### config.mk
export PLATFORM = sky130hd
export DESIGN_NAME = tof_frame_collector_flat
export DESIGN_NICKNAME = d
export VERILOG_FILES = /design/src/rtl/tof_frame_collector_pkg.sv /design/src/rtl/tof_frame_collector_if.sv /design/src/rtl/tof_frame_collector_zone_tracker.sv /design/src/rtl/tof_frame_collector.sv /design/src/flat_wrapper.sv
export SDC_FILE = /design/constraint.sdc
export NUM_CORES = 1
export LEC_CHECK = 0
export ABC_CLOCK_PERIOD_IN_PS = 3400
export CORE_AREA = 2 2 104 106
export DETAILED_ROUTE_END_ITERATION = 7
export DIE_AREA = 0 0 106 108
export GPL_TIMING_DRIVEN = 0
export PLACE_DENSITY = 0.79
export SLEW_MARGIN = 10
export SYNTH_ARGS = -nofsm -noshare
export SYNTH_HDL_FRONTEND = slang
export SYNTH_HIERARCHICAL = 1
export SYNTH_SLANG_ARGS = --single-unit
### constraint.sdc
create_clock -name clk -period 3.4 [get_ports clk]
set_input_delay 0.68 -clock clk [delete_from_list [all_inputs] [get_ports clk]]
set_output_delay 0.68 -clock clk [all_outputs]
set_load 0.01 [all_outputs]
### src/rtl/tof_frame_collector_pkg.sv
// -----------------------------------------------------------------------------
// tof_pkg
// Shared constants, the collector FSM state type and the BRAM address helper
// for the ToF frame collector.
//
// Contents:
//   NUM_SENS        number of 8x8 ToF sensors feeding the collector
//   ZONES           zones per sensor (8 rows x 8 cols)
//   SENS_ADDR_W     sensor-data BRAM address width ({sensor, row, col})
//   SENS_W / ZONE_W index widths for sensor and zone
//   collect_state_t collector FSM states
//   zone_to_addr()  maps (sensor, zone) to the BRAM word address
// -----------------------------------------------------------------------------
package tof_pkg;

   localparam int NUM_SENS    = 8;
   localparam int ZONES       = 64;
   localparam int SENS_ADDR_W = 9;
   localparam int SENS_W      = 3;
   localparam int ZONE_W      = 6;

   typedef enum logic [1:0] {
      IDLE    = 2'd0,
      COLLECT = 2'd1,
      PUBLISH = 2'd2,
      HOLD    = 2'd3
   } collect_state_t;

   // zone = row*8 + col, so zone[5:3] is the row and zone[2:0] the column.
   function automatic logic [SENS_ADDR_W-1:0] zone_to_addr(
      input logic [SENS_W-1:0] sensor,
      input logic [ZONE_W-1:0] zone
   );
      return {sensor, zone[5:3], zone[2:0]};
   endfunction

endpackage

### src/rtl/tof_frame_collector_if.sv
// -----------------------------------------------------------------------------
// tof_frame_collector_if
// Bundles the sample input stream, the sensor-data BRAM write port and the
// frame status outputs of the ToF frame collector.
//
// Handshake: a sample transfers on every rising clock edge where s_valid and
// s_ready are both high. The source must hold s_sensor/s_zone/s_distance/
// s_status_ok stable while s_valid is high and s_ready is low; s_ready does
// not depend on s_valid.
//
// Signals:
//   s_valid, s_ready        sample handshake
//   s_sensor, s_zone        sensor 0..7, zone 0..63 (row*8 + col)
//   s_distance, s_status_ok distance sample and target-status flag
//   bram_we/addr/wdata      BRAM write port (one-cycle write strobe)
//   drdy                    full frame present in BRAM (level)
//   seq_err                 one-cycle pulse on an out-of-order sample
//   sens_done               per-sensor frame-complete mask
//   frame_count             completed frames (wraps)
//
// Modports: master = sample source / frame consumer, slave = collector.
// -----------------------------------------------------------------------------
interface tof_frame_collector_if #(
   parameter int DATA_W = 16
);
   import tof_pkg::*;

   logic                   s_valid;
   logic                   s_ready;
   logic [SENS_W-1:0]      s_sensor;
   logic [ZONE_W-1:0]      s_zone;
   logic [DATA_W-1:0]      s_distance;
   logic                   s_status_ok;

   logic                   bram_we;
   logic [SENS_ADDR_W-1:0] bram_addr;
   logic [DATA_W-1:0]      bram_wdata;

   logic                   drdy;
   logic                   seq_err;
   logic [NUM_SENS-1:0]    sens_done;
   logic [7:0]             frame_count;

   modport master (
      output s_valid, s_sensor, s_zone, s_distance, s_status_ok,
      input  s_ready,
      input  bram_we, bram_addr, bram_wdata,
      input  drdy, seq_err, sens_done, frame_count
   );

   modport slave (
      input  s_valid, s_sensor, s_zone, s_distance, s_status_ok,
      output s_ready,
      output bram_we, bram_addr, bram_wdata,
      output drdy, seq_err, sens_done, frame_count
   );

endinterface

### src/rtl/tof_frame_collector_zone_tracker.sv
// -----------------------------------------------------------------------------
// tof_zone_tracker
// Per-sensor ordering tracker. Holds the next expected zone and the
// frame-complete bit for one sensor, and classifies the zone offered on the
// shared sample bus as legal or out of order for this sensor.
//
// Ports:
//   clk, rst   clock, synchronous active-high reset
//   sel_i      a sample for this sensor is being accepted this cycle
//   clear_i    clear the done bit (frame published)
//   zone_i     zone index of the sample on the bus
//   legal_o    zone is acceptable for this sensor right now
//   done_o     registered frame-complete bit
//   done_d_o   next-state value of the done bit
// -----------------------------------------------------------------------------
module tof_zone_tracker
   import tof_pkg::*;
(
   input  logic              clk,
   input  logic              rst,
   input  logic              sel_i,
   input  logic              clear_i,
   input  logic [ZONE_W-1:0] zone_i,
   output logic              legal_o,
   output logic              done_o,
   output logic              done_d_o
);

   logic [ZONE_W-1:0] exp_q, exp_d;
   logic              done_q, done_d;
   logic              legal;

   // Zone 0 always (re)starts a frame. Otherwise only the expected zone is
   // accepted, and never once the sensor has already completed its frame.
   always_comb begin
      legal = (zone_i == '0) || ((zone_i == exp_q) && !done_q);
   end

   always_comb begin
      exp_d  = exp_q;
      done_d = done_q;
      if (sel_i) begin
         if (zone_i == '0) begin
            exp_d  = ZONE_W'(1);
            done_d = 1'b0;
         end else if (legal) begin
            if (zone_i == ZONE_W'(ZONES - 1)) begin
               exp_d  = '0;
               done_d = 1'b1;
            end else begin
               exp_d = exp_q + ZONE_W'(1);
            end
         end else begin
            // Out of order: forget progress, sensor must restart at zone 0.
            exp_d  = '0;
            done_d = 1'b0;
         end
      end else if (clear_i) begin
         // exp_q is already 0 whenever done_q is set, so only done clears.
         done_d = 1'b0;
      end
   end

   always_ff @(posedge clk) begin
      if (rst) begin
         exp_q  <= '0;
         done_q <= 1'b0;
      end else begin
         exp_q  <= exp_d;
         done_q <= done_d;
      end
   end

   assign legal_o  = legal;
   assign done_o   = done_q;
   assign done_d_o = done_d;

endmodule

### src/rtl/tof_frame_collector.sv
// -----------------------------------------------------------------------------
// tof_frame_collector
// Collects per-zone distance samples from eight 8x8 ToF sensors into the
// shared sensor-data BRAM at address {sensor, row, col}. Once every zone of
// every sensor has been written, raises drdy to the downstream read
// sequencer and holds it until the next sample is accepted.
//
// Parameters:
//   DATA_W     distance sample width
//   MAX_RANGE  saturation limit (used only with range clamping)
//
// Ports:
//   clk        single clock, rising edge
//   rst        synchronous active-high reset
//   bus        tof_frame_collector_if.slave: sample stream, BRAM write port,
//              drdy / seq_err / sens_done / frame_count
//   state_o    current collector FSM state (observability)
//
// Build option:
//   TOF_RANGE_CLAMP_EN  when defined, written data is
//                       s_status_ok ? min(s_distance, MAX_RANGE) : 0;
//                       otherwise s_distance is written unmodified.
//
// Timing: a sample accepted in cycle N produces its BRAM write (or its
// seq_err pulse) in cycle N+1. The 512th legal sample moves the FSM into
// PUBLISH at N+1 (one stall cycle), and drdy is high from N+2 in HOLD.
// -----------------------------------------------------------------------------
module tof_frame_collector
   import tof_pkg::*;
#(
   parameter int                 DATA_W    = 16,
   parameter logic [DATA_W-1:0]  MAX_RANGE = DATA_W'(4000)
) (
   input  logic                   clk,
   input  logic                   rst,
   tof_frame_collector_if.slave   bus,
   output collect_state_t         state_o
);

   collect_state_t         state_q, state_d;

   logic                   ready;
   logic                   drdy;
   logic                   accept;
   logic                   sample_legal;
   logic                   publish;

   logic [NUM_SENS-1:0]    sel_vec;
   logic [NUM_SENS-1:0]    legal_vec;
   logic [NUM_SENS-1:0]    done_vec;
   logic [NUM_SENS-1:0]    done_d_vec;

   logic                   we_q;
   logic [SENS_ADDR_W-1:0] addr_q;
   logic [DATA_W-1:0]      wdata_q, wdata_d;
   logic                   seq_err_q;
   logic [7:0]             frame_cnt_q;

   // ---------------------------------------------------------------------------
   // Per-sensor ordering trackers
   // ---------------------------------------------------------------------------
   assign accept  = bus.s_valid & ready;
   assign publish = (state_q == PUBLISH);

   for (genvar g = 0; g < NUM_SENS; g++) begin : g_trk
      assign sel_vec[g] = accept && (bus.s_sensor == SENS_W'(g));

      tof_zone_tracker u_trk (
         .clk      (clk),
         .rst      (rst),
         .sel_i    (sel_vec[g]),
         .clear_i  (publish),
         .zone_i   (bus.s_zone),
         .legal_o  (legal_vec[g]),
         .done_o   (done_vec[g]),
         .done_d_o (done_d_vec[g])
      );
   end

   assign sample_legal = legal_vec[bus.s_sensor];

   // ---------------------------------------------------------------------------
   // Collector FSM
   // ---------------------------------------------------------------------------
   always_comb begin
      state_d = state_q;
      ready   = 1'b0;
      drdy    = 1'b0;
      case (state_q)
         IDLE: begin
            state_d = COLLECT;
         end
         COLLECT: begin
            ready = 1'b1;
            // Look at the next-state mask so PUBLISH lines up with the write
            // of the completing sample.
            if (&done_d_vec) begin
               state_d = PUBLISH;
            end
         end
         PUBLISH: begin
            state_d = HOLD;
         end
         HOLD: begin
            ready = 1'b1;
            drdy  = 1'b1;
            // Any accepted sample, legal or not, releases the frame; the
            // trackers process it in the same cycle.
            if (accept) begin
               state_d = COLLECT;
            end
         end
         default: begin
            state_d = IDLE;
         end
      endcase
   end

   // ---------------------------------------------------------------------------
   // Write data path
   // ---------------------------------------------------------------------------
`ifdef TOF_RANGE_CLAMP_EN
   always_comb begin
      wdata_d = bus.s_distance;
      if (!bus.s_status_ok) begin
         wdata_d = '0;
      end else if (bus.s_distance > MAX_RANGE) begin
         wdata_d = MAX_RANGE;
      end
   end
`else
   logic unused_status_ok;
   logic [DATA_W-1:0] unused_max_range;

   assign unused_status_ok = bus.s_status_ok;
   assign unused_max_range = MAX_RANGE;

   always_comb begin
      wdata_d = bus.s_distance;
   end
`endif

   // ---------------------------------------------------------------------------
   // Registers
   // ---------------------------------------------------------------------------
   always_ff @(posedge clk) begin
      if (rst) begin
         state_q     <= IDLE;
         we_q        <= 1'b0;
         addr_q      <= '0;
         wdata_q     <= '0;
         seq_err_q   <= 1'b0;
         frame_cnt_q <= '0;
      end else begin
         state_q   <= state_d;
         we_q      <= accept & sample_legal;
         seq_err_q <= accept & ~sample_legal;
         if (accept && sample_legal) begin
            addr_q  <= zone_to_addr(bus.s_sensor, bus.s_zone);
            wdata_q <= wdata_d;
         end
         if (publish) begin
            frame_cnt_q <= frame_cnt_q + 8'd1;
         end
      end
   end

   // ---------------------------------------------------------------------------
   // Outputs
   // ---------------------------------------------------------------------------
   assign bus.s_ready     = ready;
   assign bus.bram_we     = we_q;
   assign bus.bram_addr   = addr_q;
   assign bus.bram_wdata  = wdata_q;
   assign bus.drdy        = drdy;
   assign bus.seq_err     = seq_err_q;
   assign bus.sens_done   = done_vec;
   assign bus.frame_count = frame_cnt_q;
   assign state_o         = state_q;

endmodule

### src/flat_wrapper.sv
// flat-port wrapper written by rule: the top's interface ports become plain ports
module tof_frame_collector_flat import tof_pkg::*;
#(
   parameter int                 DATA_W    = 16,
   parameter logic [DATA_W-1:0]  MAX_RANGE = DATA_W'(4000)
)
  (clk, rst, state_o, bus_s_valid, bus_s_sensor, bus_s_zone, bus_s_distance, bus_s_status_ok, bus_s_ready, bus_bram_we, bus_bram_addr, bus_bram_wdata, bus_drdy, bus_seq_err, bus_sens_done, bus_frame_count);
  tof_frame_collector_if #(.DATA_W(DATA_W)) bus_i ();
  input  logic clk;
  input  logic rst;
  output collect_state_t state_o;
  input wire logic [$bits(bus_i.s_valid)-1:0] bus_s_valid;
  input wire logic [$bits(bus_i.s_sensor)-1:0] bus_s_sensor;
  input wire logic [$bits(bus_i.s_zone)-1:0] bus_s_zone;
  input wire logic [$bits(bus_i.s_distance)-1:0] bus_s_distance;
  input wire logic [$bits(bus_i.s_status_ok)-1:0] bus_s_status_ok;
  output wire logic [$bits(bus_i.s_ready)-1:0] bus_s_ready;
  output wire logic [$bits(bus_i.bram_we)-1:0] bus_bram_we;
  output wire logic [$bits(bus_i.bram_addr)-1:0] bus_bram_addr;
  output wire logic [$bits(bus_i.bram_wdata)-1:0] bus_bram_wdata;
  output wire logic [$bits(bus_i.drdy)-1:0] bus_drdy;
  output wire logic [$bits(bus_i.seq_err)-1:0] bus_seq_err;
  output wire logic [$bits(bus_i.sens_done)-1:0] bus_sens_done;
  output wire logic [$bits(bus_i.frame_count)-1:0] bus_frame_count;
  assign bus_i.s_valid = bus_s_valid;
  assign bus_i.s_sensor = bus_s_sensor;
  assign bus_i.s_zone = bus_s_zone;
  assign bus_i.s_distance = bus_s_distance;
  assign bus_i.s_status_ok = bus_s_status_ok;
  assign bus_s_ready = bus_i.s_ready;
  assign bus_bram_we = bus_i.bram_we;
  assign bus_bram_addr = bus_i.bram_addr;
  assign bus_bram_wdata = bus_i.bram_wdata;
  assign bus_drdy = bus_i.drdy;
  assign bus_seq_err = bus_i.seq_err;
  assign bus_sens_done = bus_i.sens_done;
  assign bus_frame_count = bus_i.frame_count;
  tof_frame_collector #(.DATA_W(DATA_W), .MAX_RANGE(MAX_RANGE)) u_core (.clk(clk), .rst(rst), .bus(bus_i), .state_o(state_o));
endmodule
==> results of run 1 <==
through the flow:
step / TNS [ns] / util / instances
5_1_grt: 0 / 0.660 / 870
2_1_floorplan: 0 / - / 640
6_report: 0 / 0.660 / 870
4_1_cts: 0 / 0.659 / 866
3_5_place_dp: -33.55 / 0.640 / 850
3_3_place_gp: -33.11 / 0.637 / 849
worst min-delay path, cell delays in order, from the launching register on:
cell,delay (ns)
dfxtp_1,0.32
nand2b_1,0.06
mux2i_1,0.05
cell type report:
cell class / count / area [um^2] / area share
Timing Repair Buffer: 78 / 753 / 0.112
Clock buffer: 10 / 138 / 0.0204
Buffer: 13 / 97.6 / 0.0145
Multi-Input combinational cell: 532 / 3670 / 0.544
Clock inverter: 6 / 53.8 / 0.00797
Sequential cell: 93 / 1860 / 0.276
Tap cell: 136 / 170 / 0.0252
Inverter: 2 / 7.51 / 0.00111
synth_stat cells (8+ instances only):
| library cell | number | area (um^2) |
|---|---|---|
| nand4_1 | 21 | 131 |
| xor2_1 | 52 | 455 |
| and2b_1 | 8 | 60.1 |
| or4_1 | 8 | 60.1 |
| nand3_1 | 17 | 85.1 |
| dfxtp_1 | 93 | 1860 |
| nor3b_1 | 16 | 120 |
| a21oi_1 | 19 | 95.1 |
| nor2_1 | 49 | 184 |
| a31o_2 | 8 | 70.1 |
| a32oi_1 | 32 | 280 |
| clkbuf_1 | 8 | 30.0 |
| nand2_1 | 47 | 176 |
| a211oi_1 | 8 | 60.1 |
| nand2b_1 | 73 | 457 |
| or2_2 | 18 | 113 |
| nand3b_1 | 8 | 60.1 |
| nor3_1 | 38 | 190 |
| mux2i_1 | 26 | 260 |
| o21ai_1 | 32 | 160 |
| or4_4 | 8 | 90.1 |
| ha_1 | 12 | 150 |
| nor4_4 | 8 | 170 |
state kept, by name, indices dropped and copies added (netlist names):
signal / cells
u_core/bus.bram_addr: 9
u_core/g_trk.u_trk/done_o: 8
u_core/bus.seq_err: 1
u_core/bus.bram_we: 1
u_core/state_o: 2
u_core/bus.frame_count: 8
u_core/bus.bram_wdata: 16
u_core/g_trk.u_trk/exp_q: 48
worst max path at each step:
stage	cells after the start	slack, ns	end	start
finish	9	0.15	u_core/state_o[1]	bus_s_sensor[0]
global route	11	0.04	u_core/bus.bram_wdata[11]	bus_s_zone[4]
CTS	10	0.004	u_core/bus.bram_wdata[15]	bus_s_zone[2]
detailed placement	11	-1.03	u_core/bus.bram_wdata[7]	bus_s_zone[4]
global placement	11	-0.99	u_core/bus.bram_wdata[2]	bus_s_zone[4]
floorplan	10	0.56	u_core/bus.bram_addr[7]	bus_s_zone[4]
power groups by stage:
stage,Sequential [mW],Clock (mW),Combinational (mW)
6_report,1.14,0.722,0.377
5_1_grt,1.14,0.792,0.407
4_1_cts,1.14,0.739,0.374
3_5_place_dp,1.16,0,0.374
3_3_place_gp,1.16,0,0.362
2_1_floorplan,1.17,0,0.192
cells in the final DEF, fill, tap and decap left out, drive strengths merged, types with 9 or more instances in the layout:
| cell | instances |
|---|---|
| a21oi | 19 |
| a32oi | 32 |
| and2b | 9 |
| buf | 14 |
| clkbuf | 21 |
| clkdlybuf4s50 | 66 |
| dfxtp | 93 |
| ha | 12 |
| mux2i | 26 |
| nand2 | 47 |
| nand2b | 73 |
| nand3 | 17 |
| nand4 | 21 |
| nor2 | 49 |
| nor3 | 38 |
| nor3b | 17 |
| nor4 | 10 |
| o21ai | 34 |
| or2 | 18 |
| or4 | 16 |
| xor2 | 52 |
what timing repair did:
| item | 4_1_cts | 5_1_grt |
|---|---|---|
| pin swaps | 0 | 2 |
| buffers inserted | 0 | 4 |
| resized for setup | 14 | 13 |
| setup endpoints to repair | 29 | 27 |
| hold buffers | 0 | 0 |
routing by layer:
metal	up-vias	GRT usage	share of wire
met4	0	0.0752	0.011
li1	2523	-	-
met1	2439	0.328	0.45
met3	13	0.0404	0.060
met5	-	0	0
met2	195	0.436	0.48
logic make-up after synthesis:
family / Yosys count
simple gates: 332
fa+ha+maj: 12
mux: 29
xor+xnor: 53
flops: 93
compound gates: 106
buf+inv: 15
==> results.tsv, run 1 <==
stage	metric	value	unit
final_layout	insertedDiodeCount	0	
setup_path	r2r-end	u_core/state_o[1]	
floorplan	die_x	106	um
yosys	synth.distinct_cells	43	
yosys	synth_edf_count	0	
timing	finalClockSkew	0.0121	ns
yosys	syn_avg_cell_area	8.78	um^2
clock_tree	numCtsBuffers	9	
setup_path	reg2reg_depth	9	
final_layout	n_fill_cell	830	
timing	post-route-min-period	3.25	ns
power	power_frac_seq	0.508	
drt	drc_errors	0	
timing	min_period_over_period	0.955	
clock_tree	insertion_delay	0.38	ns
timing	whs	0.474	ns
drt	dr.pass1.iters	5	
yosys	synth_compound_area_frac	0.131	
final_layout	drive_gt1_frac	0.117	
drt	wl_per_cell	16.3	um
drt	wl	14200	um
worst_hold_path	min_from	u_core/bus.bram_wdata[0]	
drt	vias_per_cell	5.94	
floorplan	die_h	108	um
power	clkPwrFrac	0.323	
timing	fin_ws	0.152	ns
timing	setup-violations-final	0	
yosys	synthXorXnorAreaFrac	0.0826	
run_status	status	complete, no violations	
power	total_power	2.23	mW
yosys	netlist_area	5620	um^2
timing	slew_viol_final	0	
power	ir_drop	0.244	mV
setup_path	endpoint_kind	flip-flop	
clock_tree	cts_tree	built	
yosys	synth_top_family_by_area	simple AND/OR/NAND/NOR gates	
setup_path	r2r_slack	0.28	ns
yosys	synthesis.nets	681	
grt	antenna_found_initial	0	
placed_design	gp_congestion	0.829	
timing	finalHoldViolCount	0	
setup_path	r2r-start	u_core/state_o[0]	
yosys	yosys_register_bits	93	
setup_path	cp.required	3.65	ns
drt	num_vias	5170	
setup_path	path_max_fanout	10	
yosys	ys_seq_area_frac	0.331	
floorplan	rows	37	
setup_path	critPathKind	input pin to flip-flop	
setup_path	crit_family	simple AND/OR/NAND/NOR gates	
floorplan	die_area	11400	um^2
yosys	synth_fa_ha_area_frac	0.0267	
power	power_leakage	2.29	nW
timing	max_freq	0.308	GHz
clock_tree	clk_pin_slew	0.10	ns
setup_path	path_cells	clkdlybuf4s50_1 -> clkbuf_1 -> or2b_1 -> nor3_1 -> a31o_2 -> nand4_1 -> or3_1 -> a21boi_0 -> a311oi_1	
setup_path	cp.arrival	3.50	ns
job	drv_cap	0	
yosys	ys.flop_type	dfxtp_1	
grt	grt_overflow	0	
setup_path	cp-start-kind	input pin	
placed_design	dp_hpwl	9930	um
grt	grt_max_degree	32	
yosys	synthSimpleGateAreaFrac	0.356	
final_layout	stdcell_area	6750	um^2
worst_hold_path	hold_path.class	flip-flop to flip-flop	
grt	grt_first_pass_wirelength	23700	um
floorplan	boundaryPins	76	
grt	track_usage	0.253	
clock_tree	clkSinkCount	93	
clock_tree	cts.path.max_buffers	2	
timing	rsz0062_at_grt	false	
yosys	yosys_warnings	6	
power	intPower	1.58	mW
placed_design	place_area	6540	um^2
floorplan	core	10200	um^2
final_layout	num-nets-final	770	
placed_design	post-place-ws	-1.03	ns
setup_path	critPathBufInv	2	
power	p_comb_frac	0.169	
drt	drtIter0Drc	326	
timing	relSlewSlack	0.424	
setup_path	cp_slowest_cell	nor3_1	
worst_hold_path	hold_end	u_core/bus.bram_wdata[0]	
placed_design	io_buffers	73	
yosys	synth_cells	640	
clock_tree	htreeDepth	3	
clock_tree	cts_root_buf	clkbuf_8	
worst_hold_path	hold_depth	2	
setup_path	slowest_delay	0.66	ns
yosys	async_flop_share	0	
drt	antenna_left	0	
yosys	synth_mux_area_frac	0.0543	
timing	tightestPinTransition	0.858	ns
floorplan	start_util	0.549	
final_layout	syn_to_final_growth	20.1	%
power	power.density	331	nW/um^2
power	p_sw	0.653	mW
grt	grt_pass1_vias	4970	
power	p_sw_frac	0.292	
(Power assumes the default switching activity.)
==> inputs of run 2 (changes only) <==
--- a/config.mk
+++ b/config.mk
@@ -6,11 +6,13 @@
 export NUM_CORES = 1
 export LEC_CHECK = 0
 export ABC_CLOCK_PERIOD_IN_PS = 3400
-export CORE_AREA = 2 2 104 106
+export CELL_PAD_IN_SITES_DETAIL_PLACEMENT = 1
+export CELL_PAD_IN_SITES_GLOBAL_PLACEMENT = 2
+export CORE_AREA = 2 2 132 134
 export DETAILED_ROUTE_END_ITERATION = 7
-export DIE_AREA = 0 0 106 108
+export DIE_AREA = 0 0 134 136
 export GPL_TIMING_DRIVEN = 0
-export PLACE_DENSITY = 0.79
+export PLACE_DENSITY_LB_ADDON = 0.1
 export SLEW_MARGIN = 10
 export SYNTH_ARGS = -nofsm -noshare
 export SYNTH_HDL_FRONTEND = slang
==> run 2 against run 1 <==
  * Clock power grew 45%
  * Count of clock-buffer cells in the layout down 1
  * Global-route usage decreased by 6.1 points
  * Fmax increased by 0.99%
  * Hold slack about the same
  * Sequential share of layout area shrank 0.88 points
  * Final area grew 3.3%
  * Core utilization fell by 25 points
  * Routed wire length grew 21%
  * Clock skew down 0.0031 ns
  * Via count is 1.0% higher
  * Critical path type unchanged
==> results.tsv, run 2 (synthesized netlist as in run 1, its figures left out) <==
stage	metric	value	unit	change
job	drv_cap	0		unchanged
final_layout	top_register	u_core/g_trk.u_trk/exp_q		unchanged
grt	grt_max_degree	32		unchanged
final_layout	syn_to_final_growth	24.1	%	was 20.1%
timing	tightestPinTransition	0.911	ns	was 0.858 ns
clock_tree	htreeDepth	3		unchanged
grt	grt_overflow	0		unchanged
grt	grt_first_pass_wirelength	28300	um	was 23700 um
clock_tree	clkSinkCount	93		unchanged
grt	grt_pass1_vias	5326		was 4970
power	power.density	369	nW/um^2	was 331 nW/um^2
setup_path	slowest_delay	0.52	ns	was 0.66 ns
worst_hold_path	hold_path.class	flip-flop to flip-flop		unchanged
power	total_power	2.57	mW	was 2.23 mW
drt	drc_errors	0		unchanged
final_layout	largest_reg_flops	48		unchanged
worst_hold_path	hold_depth	2		unchanged
final_layout	num-nets-final	767		was 770
placed_design	io_buffers	73		unchanged
drt	antenna_left	0		unchanged
power	ir_drop	0.246	mV	was 0.244 mV
run_status	status	complete, no violations		unchanged
clock_tree	insertion_delay	0.35	ns	was 0.38 ns
timing	post-route-min-period	3.22	ns	was 3.25 ns
drt	wl	17100	um	was 14200 um
setup_path	path_cells	clkdlybuf4s50_1 -> clkbuf_1 -> nand2b_1 -> nor2_1 -> a31o_2 -> nand4_1 -> or3_1 -> a21boi_0 -> a311oi_1		was clkdlybuf4s50_1 -> clkbuf_1 -> or2b_1 -> nor3_1 -> a31o_2 -> nand4_1 -> or3_1 -> a21boi_0 -> a311oi_1
setup_path	endpoint_kind	flip-flop		unchanged
timing	rsz0062_at_grt	false		unchanged
drt	num_vias	5222		was 5170
setup_path	critPathBufInv	2		unchanged
timing	finalClockSkew	0.00897	ns	was 0.0121 ns
floorplan	die_h	136	um	was 108 um
setup_path	cp_slowest_cell	clkdlybuf4s50_1		was nor3_1
grt	track_usage	0.192		was 0.253
timing	finalHoldViolCount	0		unchanged
power	power_leakage	2.32	nW	was 2.29 nW
floorplan	rows	48		was 37
timing	relSlewSlack	0.388		was 0.424
clock_tree	clk_pin_slew	0.08	ns	was 0.10 ns
clock_tree	cts.path.max_buffers	2		unchanged
timing	slew_viol_final	0		unchanged
floorplan	core	16900	um^2	was 10200 um^2
placed_design	gp_congestion	0.790		was 0.829
final_layout	stdcell_area	6970	um^2	was 6750 um^2
setup_path	crit_start	bus_s_sensor[0]		unchanged
drt	wl_per_cell	17.9	um	was 16.3 um
floorplan	boundaryPins	76		unchanged
setup_path	cp.arrival	3.44	ns	was 3.50 ns
setup_path	r2r-start	u_core/state_o[0]		unchanged
setup_path	crit_family	simple AND/OR/NAND/NOR gates		unchanged
timing	tns	0	ns	unchanged
clock_tree	cts_tree	built		unchanged
timing	setup-violations-final	0		unchanged
setup_path	critPathKind	input pin to flip-flop		unchanged
setup_path	reg2reg_depth	9		unchanged
final_layout	layout_common_cells	93 x dfxtp_1, 73 x nand2b_1, 66 x clkdlybuf4s50_1		unchanged
placed_design	place_area	6640	um^2	was 6540 um^2
setup_path	cp-start-kind	input pin		unchanged
timing	min_period_over_period	0.946		was 0.955
floorplan	die_x	134	um	was 106 um
grt	antenna_found_initial	1		was 0
final_layout	fin_util	0.413		was 0.660
final_layout	drive_gt1_frac	0.115		was 0.117
floorplan	die_area	18200	um^2	was 11400 um^2
floorplan	start_util	0.333		was 0.549
setup_path	r2r_slack	0.39	ns	was 0.28 ns
timing	max_freq	0.311	GHz	was 0.308 GHz
setup_path	cp.required	3.62	ns	was 3.65 ns
final_layout	final_common_cell	dfxtp_1		unchanged
placed_design	dp_hpwl	12000	um	was 9930 um
clock_tree	cts_root_buf	clkbuf_16		was clkbuf_8
drt	vias_per_cell	5.46		was 5.94
clock_tree	numCtsBuffers	9		unchanged
drt	dr.pass1.iters	4		was 5
worst_hold_path	min_from	u_core/bus.bram_wdata[0]		unchanged
setup_path	crit_cells	9		unchanged
drt	drtIter0Drc	214		was 326
setup_path	path_max_fanout	10		unchanged
run 2: cell count changes in the layout (fill, tap and decap cells not counted), sizes merged:
cell           before  now
clkbuf             21   19
buf                14   10
clkinv              2    1
bufinv              0    1
clkinvlp            1    4
diode               0    1
clkdlybuf4s15       0    1
clkdlybuf4s18       0    1
inv                 5    3
run 2: area by class of cell:
type,instances,area [um^2]
fill,1971,9900
multi-input combinational,532,3670
sequential,93,1860
timing repair buffer,75,749
tap,225,282
clock buffer,9,225
buffer,13,97.6
clock inverter,7,73.8
inverter,2,7.51
antenna,1,2.50
run 2: stage by stage:
stage               setup slack (ns)  hold WS [ns]  std cells
detailed placement             -1.10         0.464        939
CTS                           0.0228         0.480        955
finish                         0.184         0.475        957
global placement               -1.13         0.458        938
floorplan                      0.565         0.465        640
global route                  0.0282         0.501        957
run 2: path summary, 6_finish.rpt:
check	end
worst max register to register	u_core/state_o[1]
worst max-delay path	u_core/state_o[1]
worst min-delay path	u_core/bus.bram_wdata[0]
worst min register to register	u_core/bus.bram_wdata[0]
run 2: power breakdown:
| group | internal (mW) | switching (mW) | total [mW] |
|---|---|---|---|
| sequential | 1.11 | 0.0229 | 1.14 |
| clock | 0.572 | 0.476 | 1.05 |
| combinational | 0.172 | 0.217 | 0.389 |
| total | 1.86 | 0.716 | 2.57 |
run 2: tightest hold or removal path: cells and delay by family (launching register included):
family           cells  cell delay [ns]
AND/OR/NAND/NOR      1             0.06
flip-flops           1             0.31
multiplexers         1             0.06
run 2: layer usage:
metal  track usage  routed length [um]  vias to the layer above
met2         0.326                8050                      104
met3        0.0276                 582                       14
li1              -                   -                     2532
met5             0                   0                        -
met1         0.251                8200                     2572
met4        0.0638                 253                        0
run 2: what timing repair did:
action / in CTS / in global routing
pin swaps: 0 / 1
hold buffers: 0 / 0
endpoints found under the setup margin: 29 / 27
resized for setup: 13 / 6
buffers inserted: 0 / 1
==> inputs of run 3 (changes only) <==
--- a/config.mk
+++ b/config.mk
@@ -8,9 +8,9 @@
 export ABC_CLOCK_PERIOD_IN_PS = 3400
 export CELL_PAD_IN_SITES_DETAIL_PLACEMENT = 1
 export CELL_PAD_IN_SITES_GLOBAL_PLACEMENT = 2
-export CORE_AREA = 2 2 132 134
+export CORE_AREA = 2 2 118 149
 export DETAILED_ROUTE_END_ITERATION = 7
-export DIE_AREA = 0 0 134 136
+export DIE_AREA = 0 0 120 151
 export GPL_TIMING_DRIVEN = 0
 export PLACE_DENSITY_LB_ADDON = 0.1
 export SLEW_MARGIN = 10
==> run 3 against run 2 <==
  * Die area down 0.57%
  * Critical endpoint is now u_core/bus.bram_addr[1]
  * Via count down 0.42%
  * Core utilization up 0.42 points
  * Flip-flop and latch count unchanged
  * Non-clock buffer count up 1
  * Total power down 3.2%
  * Sequential power about the same
==> results.tsv, run 3 (synthesized netlist as in run 1, its figures left out) <==
stage	metric	value	unit	change
run_status	status	complete, no violations		unchanged
final_layout	n_fill_cell	1935		was 1971
worst_hold_path	hold_end	u_core/bus.bram_wdata[3]		was u_core/bus.bram_wdata[0]
final_layout	syn_to_final_growth	23.6	%	was 24.1%
placed_design	place_area	6630	um^2	was 6640 um^2
power	power_leakage	2.31	nW	was 2.32 nW
timing	min_period_over_period	0.939		was 0.946
drt	num_vias	5200		was 5222
timing	tightestPinTransition	0.862	ns	was 0.911 ns
final_layout	stdcell_area	6950	um^2	was 6970 um^2
setup_path	path_cells	buf_2 -> xor2_1 -> or4_4 -> nor4_4 -> or2_2 -> mux2_4 -> o22ai_4 -> nor4_2 -> buf_6 -> buf_12 -> mux2i_1		was clkdlybuf4s50_1 -> clkbuf_1 -> nand2b_1 -> nor2_1 -> a31o_2 -> nand4_1 -> or3_1 -> a21boi_0 -> a311oi_1
drt	wl	17000	um	was 17100 um
timing	finalHoldViolCount	0		unchanged
clock_tree	htreeDepth	3		unchanged
final_layout	largest_reg_flops	48		unchanged
drt	antenna_left	0		unchanged
power	power.density	358	nW/um^2	was 369 nW/um^2
grt	grt_max_degree	46		was 32
drt	wl_per_cell	17.8	um	was 17.9 um
worst_hold_path	hold_depth	2		unchanged
final_layout	top_register	u_core/g_trk.u_trk/exp_q		unchanged
floorplan	core	16600	um^2	was 16900 um^2
setup_path	cp.arrival	3.47	ns	was 3.44 ns
setup_path	path_max_fanout	25		was 10
drt	drtIter0Drc	162		was 214
timing	max_freq	0.313	GHz	was 0.311 GHz
clock_tree	cts.hold.buffers_added	0		unchanged
grt	grt_overflow	0		unchanged
timing	rsz0062_at_grt	false		unchanged
setup_path	reg2reg_depth	10		was 9
worst_hold_path	hold_path.class	flip-flop to flip-flop		unchanged
clock_tree	clkSinkCount	93		unchanged
floorplan	die_x	120	um	was 134 um
setup_path	r2r_slack	0.53	ns	was 0.39 ns
floorplan	boundaryPins	76		unchanged
final_layout	insertedDiodeCount	0		was 1
grt	grt_pass1_vias	5460		was 5326
final_layout	layout_common_cells	93 x dfxtp_1, 73 x nand2b_1, 66 x clkdlybuf4s50_1		unchanged
drt	vias_per_cell	5.47		was 5.46
setup_path	r2r-start	u_core/g_trk[7].u_trk/exp_q[4]		was u_core/state_o[0]
timing	relSlewSlack	0.421		was 0.388
floorplan	start_util	0.338		was 0.333
timing	setup-violations-final	0		unchanged
final_layout	final_common_cell	dfxtp_1		unchanged
clock_tree	numCtsBuffers	9		unchanged
setup_path	cp_slowest_cell	buf_2		was clkdlybuf4s50_1
final_layout	num-nets-final	768		was 767
clock_tree	cts_tree	built		unchanged
setup_path	endpoint_kind	flip-flop		unchanged
setup_path	cp-start-kind	input pin		unchanged
drt	dr.pass1.iters	4		unchanged
setup_path	critPathKind	input pin to flip-flop		unchanged
drt	drc_errors	0		unchanged
setup_path	r2r-end	u_core/bus.bram_addr[1]		was u_core/state_o[1]
final_layout	regArea	1860	um^2	unchanged
placed_design	dp_hpwl	12000	um	about the same
placed_design	io_buffers	73		unchanged
setup_path	slowest_delay	0.49	ns	was 0.52 ns
clock_tree	insertion_delay	0.35	ns	about the same
timing	finalClockSkew	0.00656	ns	was 0.00897 ns
floorplan	die_area	18100	um^2	was 18200 um^2
job	drv_cap	0		unchanged
final_layout	fin_util	0.417		was 0.413
clock_tree	cts_root_buf	clkbuf_16		unchanged
grt	grt_first_pass_wirelength	27700	um	was 28300 um
timing	post-route-min-period	3.19	ns	was 3.22 ns
setup_path	cp.required	3.68	ns	was 3.62 ns
final_layout	drive_gt1_frac	0.115		unchanged
power	ir_drop	0.201	mV	was 0.246 mV
timing	slew_viol_final	0		unchanged
grt	track_usage	0.189		was 0.192
final_layout	multi_input_area	3670	um^2	unchanged
grt	antenna_found_initial	1		unchanged
placed_design	gp_congestion	0.750		was 0.790
floorplan	rows	53		was 48
floorplan	die_h	151	um	was 136 um
clock_tree	clk_pin_slew	0.07	ns	was 0.08 ns
clock_tree	cts.path.max_buffers	2		unchanged
worst_hold_path	min_from	u_core/bus.bram_wdata[3]		was u_core/bus.bram_wdata[0]
## run 3: how the worst max path moves through the flow
stage	cells past startpoint	slack (ns)	from	endpoint
floorplan	10	0.56	bus_s_zone[4]	u_core/bus.bram_addr[7]
global placement	11	-1.15	bus_s_zone[4]	u_core/bus.bram_wdata[13]
detailed placement	11	-1.03	bus_s_zone[5]	u_core/bus.bram_wdata[11]
CTS	8	0.03	bus_s_sensor[0]	u_core/state_o[1]
global route	11	0.03	bus_s_zone[5]	u_core/bus.bram_wdata[8]
finish	11	0.21	bus_s_zone[5]	u_core/bus.bram_addr[1]
## run 3: where the power goes
part / switching, mW / internal (mW) / leakage, nW / total, mW
clock network: 0.458 / 0.514 / 0.131 / 0.971
logic: 0.213 / 0.171 / 1.43 / 0.384
registers: 0.0210 / 1.11 / 0.751 / 1.13
## run 3: metrics by stage
stage	setup slack [ns]	hold slack (ns)	instances	setup TNS, ns	total power [mW]
after global routing	0.0275	0.503	951	0	2.61
after floorplan	0.565	0.465	640	0	1.36
after global placement	-1.15	0.459	933	-48.55	1.54
after CTS	0.0283	0.484	949	0	2.53
after detailed placement	-1.03	0.471	934	-36.29	1.55
final	0.208	0.477	951	0	2.49
## run 3: area by class of cell
| class | count | share of cell area |
|---|---|---|
| clock inverters | 5 | 0.00540 |
| clock buffers | 10 | 0.0344 |
| well taps | 220 | 0.0396 |
| repair buffers | 76 | 0.109 |
| multi-input cells | 532 | 0.529 |
| plain buffers | 13 | 0.0140 |
| inverters | 2 | 0.00108 |
| flip-flops and latches | 93 | 0.268 |
## run 3: worst max-delay path, delay by kind of cell
kind,cells,cell delay (ns)
xor+xnor,1,0.13
simple gates,4,1.37
mux,2,0.36
buf+inv,3,0.84
compound gates,1,0.08
## run 3: layer usage
metal | vias to the layer above | wire (um) | part of all wire | global-route usage
li1 | 2526 | - | - | -
met1 | 2558 | 7770 | 0.46 | 0.232
met2 | 100 | 8400 | 0.50 | 0.341
met3 | 14 | 571 | 0.034 | 0.0260
met4 | 2 | 199 | 0.012 | 0.0576
met5 | - | 13 | 0.00077 | 0
## run 3: what timing repair did
action                     in CTS  in global routing
setup buffers                   0                  2
gates resized for setup        12                  7
pin swaps                       0                  1
setup endpoints to repair      29                 22
